===== src/rtl/ysyx_040729_trap_ctrl.sv =====
// Trap sequencer: detects traps/mret at commit, drains the LSU, strobes the CSR file and redirects fetch.
// Optional: define YSYX_040729_TRAP_VECTORED_EN for vectored interrupt targets when mtvec[1:0]==2'b01.
module ysyx_040729_trap_ctrl #(
    parameter int unsigned DATA_WIDTH = 64,
    parameter int unsigned CAUSE_EXT  = 11,
    parameter int unsigned CAUSE_TMR  = 7
) (
    input  logic                  clock,
    input  logic                  reset,
    input  logic                  commit_valid,
    input  logic [DATA_WIDTH-1:0] commit_pc,
    input  logic [DATA_WIDTH-1:0] commit_npc,
    input  logic                  commit_ecall,
    input  logic                  commit_ebreak,
    input  logic                  commit_illegal,
    input  logic                  commit_mret,
    input  logic                  eirp,
    input  logic                  tirp,
    input  logic                  lsu_busy,
    input  logic [DATA_WIDTH-1:0] mtvec,
    input  logic [DATA_WIDTH-1:0] mepc,
    output logic                  csr_exception,
    output logic                  csr_mret,
    output logic [DATA_WIDTH-1:0] csr_mepc_hwdata,
    output logic [DATA_WIDTH-1:0] csr_mcause_hwdata,
    output logic                  stall,
    output logic                  redirect_valid,
    output logic [DATA_WIDTH-1:0] redirect_pc,
    input  logic                  redirect_ready
);

    localparam int unsigned W            = DATA_WIDTH;
    localparam int unsigned CW           = DATA_WIDTH - 1;
    localparam int unsigned CODE_ILLEGAL = 2;
    localparam int unsigned CODE_EBREAK  = 3;
    localparam int unsigned CODE_ECALL   = 11;

    typedef enum logic [1:0] {S_IDLE, S_DRAIN, S_FIRE, S_REDIR} state_t;

    state_t         state, state_n;
    logic           cap_mret, cap_mret_n;
    logic [W-1:0]   cap_mepc, cap_mepc_n;
    logic [W-1:0]   cap_cause, cap_cause_n;
    logic           exc_n, mret_n, rv_n;
    logic [W-1:0]   mepc_hw_n, mcause_hw_n, rpc_n;
    logic           det_any, det_mret, event_c;
    logic [W-1:0]   det_mepc, det_cause;
    logic [W-1:0]   trap_base, trap_target;

    // Priority encode of the committing instruction's event
    always_comb begin
        det_any   = 1'b1;
        det_mret  = 1'b0;
        det_mepc  = commit_pc;
        det_cause = '0;
        if (commit_illegal)     det_cause = W'(CODE_ILLEGAL);
        else if (commit_ebreak) det_cause = W'(CODE_EBREAK);
        else if (commit_ecall)  det_cause = W'(CODE_ECALL);
        else if (commit_mret)   det_mret  = 1'b1;
        else if (eirp) begin
            det_mepc  = commit_npc;
            det_cause = {1'b1, CW'(CAUSE_EXT)};
        end else if (tirp) begin
            det_mepc  = commit_npc;
            det_cause = {1'b1, CW'(CAUSE_TMR)};
        end else begin
            det_any = 1'b0;
        end
    end

    assign trap_base = {mtvec[W-1:2], 2'b00};
`ifdef YSYX_040729_TRAP_VECTORED_EN
    assign trap_target = (cap_cause[W-1] && (mtvec[1:0] == 2'b01))
                       ? trap_base + {cap_cause[W-3:0], 2'b00} : trap_base;
`else
    logic unused_mtvec_mode;
    assign unused_mtvec_mode = ^mtvec[1:0];
    assign trap_target = trap_base;
`endif

    assign event_c = (state == S_IDLE) && commit_valid && det_any;
    assign stall   = reset && (event_c || (state != S_IDLE));

    // Next state, capture and registered output values
    always_comb begin
        state_n     = state;
        cap_mret_n  = cap_mret;
        cap_mepc_n  = cap_mepc;
        cap_cause_n = cap_cause;
        exc_n       = 1'b0;
        mret_n      = 1'b0;
        mepc_hw_n   = '0;
        mcause_hw_n = '0;
        rv_n        = 1'b0;
        rpc_n       = '0;
        case (state)
            S_IDLE: begin
                if (event_c) begin
                    cap_mret_n  = det_mret;
                    cap_mepc_n  = det_mret ? '0 : det_mepc;
                    cap_cause_n = det_mret ? '0 : det_cause;
                    state_n     = lsu_busy ? S_DRAIN : S_FIRE;
                end
            end
            S_DRAIN: begin
                if (!lsu_busy) state_n = S_FIRE;
            end
            S_FIRE: begin
                state_n = S_REDIR;
                rv_n    = 1'b1;
                rpc_n   = cap_mret ? mepc : trap_target;
            end
            S_REDIR: begin
                if (redirect_ready) begin
                    state_n = S_IDLE;
                end else begin
                    rv_n  = 1'b1;
                    rpc_n = redirect_pc;
                end
            end
            default: state_n = S_IDLE;
        endcase
        // Strobes are registered so they line up with the FIRE state
        if (state_n == S_FIRE) begin
            exc_n  = !cap_mret_n;
            mret_n = cap_mret_n;
            if (!cap_mret_n) begin
                mepc_hw_n   = cap_mepc_n;
                mcause_hw_n = cap_cause_n;
            end
        end
    end

    always_ff @(posedge clock) begin
        if (!reset) begin
            state             <= S_IDLE;
            cap_mret          <= 1'b0;
            cap_mepc          <= '0;
            cap_cause         <= '0;
            csr_exception     <= 1'b0;
            csr_mret          <= 1'b0;
            csr_mepc_hwdata   <= '0;
            csr_mcause_hwdata <= '0;
            redirect_valid    <= 1'b0;
            redirect_pc       <= '0;
        end else begin
            state             <= state_n;
            cap_mret          <= cap_mret_n;
            cap_mepc          <= cap_mepc_n;
            cap_cause         <= cap_cause_n;
            csr_exception     <= exc_n;
            csr_mret          <= mret_n;
            csr_mepc_hwdata   <= mepc_hw_n;
            csr_mcause_hwdata <= mcause_hw_n;
            redirect_valid    <= rv_n;
            redirect_pc       <= rpc_n;
        end
    end

endmodule


===== config.mk =====
export PLATFORM = sky130hd
export DESIGN_NAME = ysyx_040729_trap_ctrl
export DESIGN_NICKNAME = d
export VERILOG_FILES = /design/src/rtl/ysyx_040729_trap_ctrl.sv
export SDC_FILE = /design/constraint.sdc
export NUM_CORES = 1
export LEC_CHECK = 0
export CAP_MARGIN = 20
export CORE_AREA = 5 5 179 181
export CTS_BUF_LIST = sky130_fd_sc_hd__clkbuf_4 sky130_fd_sc_hd__clkbuf_8 sky130_fd_sc_hd__clkbuf_16
export DETAILED_ROUTE_END_ITERATION = 6
export DIE_AREA = 0 0 184 186
export PLACE_DENSITY = 0.79
export SYNTH_ARGS = -nofsm -noshare
export SYNTH_HDL_FRONTEND = slang
export SYNTH_SLANG_ARGS = --single-unit

===== constraint.sdc =====
create_clock -name clock -period 2.1 [get_ports clock]
set_input_delay 0.42 -clock clock [delete_from_list [all_inputs] [get_ports clock]]
set_output_delay 0.42 -clock clock [all_outputs]
set_load 0.1 [all_outputs]

Yosys cells after proc, flatten, opt, wreduce, memory -nomap -nowiden:

Index checks and enable logic that the tools add are counted.

* equality and inequality tests: 5
* multiplexer cells: 40
* bitwise gates (word level): 2
* reductions and logical operators: 9

Operators with widths (count)
* 64-bit 2-to-1 mux: 20
* 64-bit case mux with 2 select lines: 1
* 1-bit 2-to-1 mux: 13
* 2-bit 2-to-1 mux: 4
* 2-bit case mux with 4 select lines: 1
* 2-bit equality test (second input constant): 3
* 1-bit logical AND: 3
* 3-bit OR reduction: 1
* 2-bit by 1-bit equality test with 1-bit output (second input constant): 1
* 2-bit zero test: 1
* 2-bit inequality test (second input constant): 1
* 1-bit NOT: 2
* 1-bit case mux with 2 select lines: 1
* 2-bit AND reduction: 1
* 2-bit nonzero test: 1
* 1-bit zero test: 1
* 1-bit logical OR: 1

* flip-flop bits (word level): 326
* input bits: 267
* output and inout port bits: 196
* word-level logic and storage cells: 66

Depth between registers and ports, before layout:

* depth after elaboration: 12
* depth in mapped cells: 7
* depth with buffers taken out: 4

Worst setup path before layout:

No wires, ideal clock.

* kind: reg-to-output
* start: register state[0]
* end: output stall
* arrival: 2.484 ns
* data required time: 1.680 ns
* slack: -0.804 ns
* stages on the path, launching flop included: 6
* buffers on the path: 1
* path through: dfxtp_1 -> clkbuf_1 -> or3b_1 -> a21oi_1 -> nor3_1 -> nor2_1

* cells in the longest elaborated chain, start to end: 5
* elaborated cells between the ends (all ways): 6
* classes of those cells: 6 x reduce/logical

Ends and longest elaborated chain
* start: declaration: line 40 `state_t state, state_n;`
* start signal: assignment: line 147 `state <= state_n;`
* 2-bit zero test: line 81 `assign event_c = (state == S_IDLE) && commit_valid && det_any;`
* 1-bit logical AND (2 in series): line 81
* 1-bit logical OR (*): line 82 `assign stall = reset && (event_c || (state != S_IDLE));`
* 1-bit logical AND (*): line 82
* end: declaration: line 26 `output logic stall,`

Every way passes the cells marked *; elsewhere a longest branch is shown, timed or not.

Worst setup path in the final report:

* start: register state[1]
* end: output stall

The elaborated chain is that of the path after synthesis.

==> impl_metrics.json <==
{
  "p_leak_nw": 7.060,
  "ant_nets": 0,
  "setup_viol": 1,
  "utilization_pct": 57.28,
  "netlist_area_mm2": 0.01137,
  "crit_start": "state[1]",
  "grt_overflow_total": 0,
  "gp_congestion": 0.8127,
  "dieArea_mm2": 0.03422,
  "hold-path-cell-count": 2,
  "drcViolationCount": 0,
  "core_mm2": 0.03027,
  "synth_top_family_by_area": "simple AND/OR/NAND/NOR gates",
  "hold_class": "primary input to register",
  "power_density_mw_per_mm2": 854.4,
  "io_pins": 463,
  "fin_nets": 1892,
  "synthCells": 1190,
  "worst_pin_slew_ps": 709.8,
  "slew_violations": 0,
  "yosys.area_share.adder_pct": 0,
  "syn-mean-instance-area_um2": 9.556,
  "synth-xor-area-share_pct": 0,
  "violations": "negative setup slack",
  "reg2reg_from": "state[1]",
  "relSlewSlack_pct": 52.57,
  "dr.pass1.iters": 7,
  "rsz0062_at_grt": "yes",
  "cts_tree": "done",
  "grt_pass1_vias": 10410,
  "pre_cts_slack_ps": -465.6,
  "drv_cap": 0,
  "drt_wl_total_mm": 37.32,
  "fp.dieH_um": 186,
  "syn2layout_area_growth_pct": 52.47,
  "grt_first_pass_wirelength_mm": 55.98,
  "r2r_cells": 5,
  "die_x_um": 184,
  "synthFlopType": "dfxtp_1",
  "yosys.area_share.simple_pct": 18.71,
  "drive_gt1_share_pct": 20.17,
  "status": "finished, violations left",
  "synth-seq-cells": 326,
  "arrival_ps": 1760,
  "power_w": 0.01481,
  "cts_inserted_buffers": 34,
  "fp-row-count": 64,
  "grt_max_degree": 116,
  "skew_ps": 10.17,
  "layout_commonest_cell": "dfxtp_1",
  "hp-start": "reset",
  "via_count": 10430,
  "hold_end": "cap_mret",
  "setup_ws_ps": -77.45,
  "max_freq_mhz": 459.3,
  "synthMuxAreaShare_pct": 5.545,
  "grt_use_total_pct": 20.38,
  "synth_edf_count": 0,
  "viasPerCell": 5.080,
  "cts_hold_buf": 0,
  "layout_min_cycle_time_ps": 2177,
  "port_buffers": 460,
  "crit_required_ps": 1680,
  "vdd_drop_max_mv": 0.4469,
  "synth-async-reset-ratio_pct": 0,
  "cts_sinks": 326,
  "cts_root_buffer": "clkbuf_16",
  "antenna_found_initial": 7,
  "layout_common_cells": "dfxtp_1 (324), clkdlybuf4s50_1 (258), buf_4 (236)",
  "period_share_pct": 103.7,
  "worst-path-max-fanout": 2,
  "r2r-end": "csr_mcause_hwdata[63]",
  "routedWlPerCell_um": 18.19,
  "drtIter0Drc": 678,
  "clk_pin_slew_ps": 60,
  "crit_type": "register to output port",
  "hold_viol_final": 0,
  "synth_compound_area_share_pct": 13.73,
  "cts_max_level": 2,
  "worstSkewPairLatency_ps": 500,
  "reg2reg_slack_ps": 140,
  "start_util_pct": 37.57,
  "end_kind": "output port",
  "critPathLaunchType": "register",
  "hpwlAfterDp_mm": 27.00,
  "synthDistinctLibCells": 36,
  "yosys_warnings": 0,
  "yosysSeqAreaShare_pct": 57.39,
  "syn-num-nets": 1457,
  "cts_max_path_buffers": 3
}
## synthesized netlist by cell type, types with 2 or more instances
cell,count,area [µm²]
a21oi_1,69,345.3
a22oi_1,64,480.5
a32o_1,64,640.6
a32oi_1,2,17.52
and3_1,59,369.1
buf_1,12,45.04
buf_2,18,90.09
buf_4,13,97.59
clkbuf_1,76,285.3
dfxtp_1,326,6526
mux2i_1,63,630.6
nand2_1,65,244.0
nand3_1,3,15.01
nor2_1,201,754.5
nor2b_1,4,25.02
nor3_1,130,650.6
o21ai_0,2,10.01
## critical path, stage by stage, from the launching register on
cell and delay (ps):
dfxtp_2 320, or3b_4 400, a21oi_4 150, nor3_4 60, nor2_4 130, buf_12 190
## per-stage QoR
step / setup TNS [ps] / hold WS (ps) / instances / area (µm²)
finish: -77.45 / 224.5 / 2052 / 17340
global route: -144.2 / 214.7 / 2050 / 17330
CTS: -179.5 / 203.8 / 2046 / 17300
detailed placement: -73790 / 416.3 / 1983 / 16170
global placement: -60770 / 415.8 / 1983 / 16170
floorplan: 0 / 409.7 / 1190 / 11380
## state kept, by name, indices dropped and copies added, names as in the netlist
register,count
cap_cause,64
cap_mepc,64
csr_mcause_hwdata,64
csr_mepc_hwdata,64
redirect_pc,64
state,2
cap_mret,1
csr_exception,1
csr_mret,1
redirect_valid,1
## cells by family after synthesis
logic type      after synthesis
mux                          63
simple gates                470
flops                       326
buf+inv                     121
compound gates              210
## how the worst max path moves through the flow
stage / end
finish: stall
global route: stall
CTS: stall
detailed placement: csr_mepc_hwdata[7]
global placement: csr_mepc_hwdata[14]
floorplan: stall
## what timing repair did
action / 4_1_cts / 5_1_grt
resized for setup: 7 / 3
endpoints found under the setup margin: 1 / 1
pin swaps: 5 / 3
setup buffers: 3 / 2
gates cloned: 0 / 0
## per-layer routing
layer  up-vias  track usage, %  part of all wire, %
met4         6           9.169                  4.4
met3        95           6.136                  8.4
met5         -               0                 0.12
met1      4823           23.01                   37
li1       5079               -                    -
met2       422           35.57                   50
## cell type report
class                   instances  area, µm²
diodes                          5      12.51
clock buffers                  47      973.4
clock inverters                15      155.1
fillers                      2577      12930
inverters                       2      10.01
multi-input cells             743       4398
flip-flops and latches        326       6531
well taps                     396      495.5
repair buffers                518       4763
## power by group
| part | switching, W | leakage (nW) | internal (W) |
|---|---|---|---|
| Combinational | 0.00142 | 3.85 | 0.000972 |
| Clock | 0.00245 | 0.570 | 0.00354 |
| Sequential | 0.0000654 | 2.64 | 0.00637 |
Power figures use the tool's default switching activity.
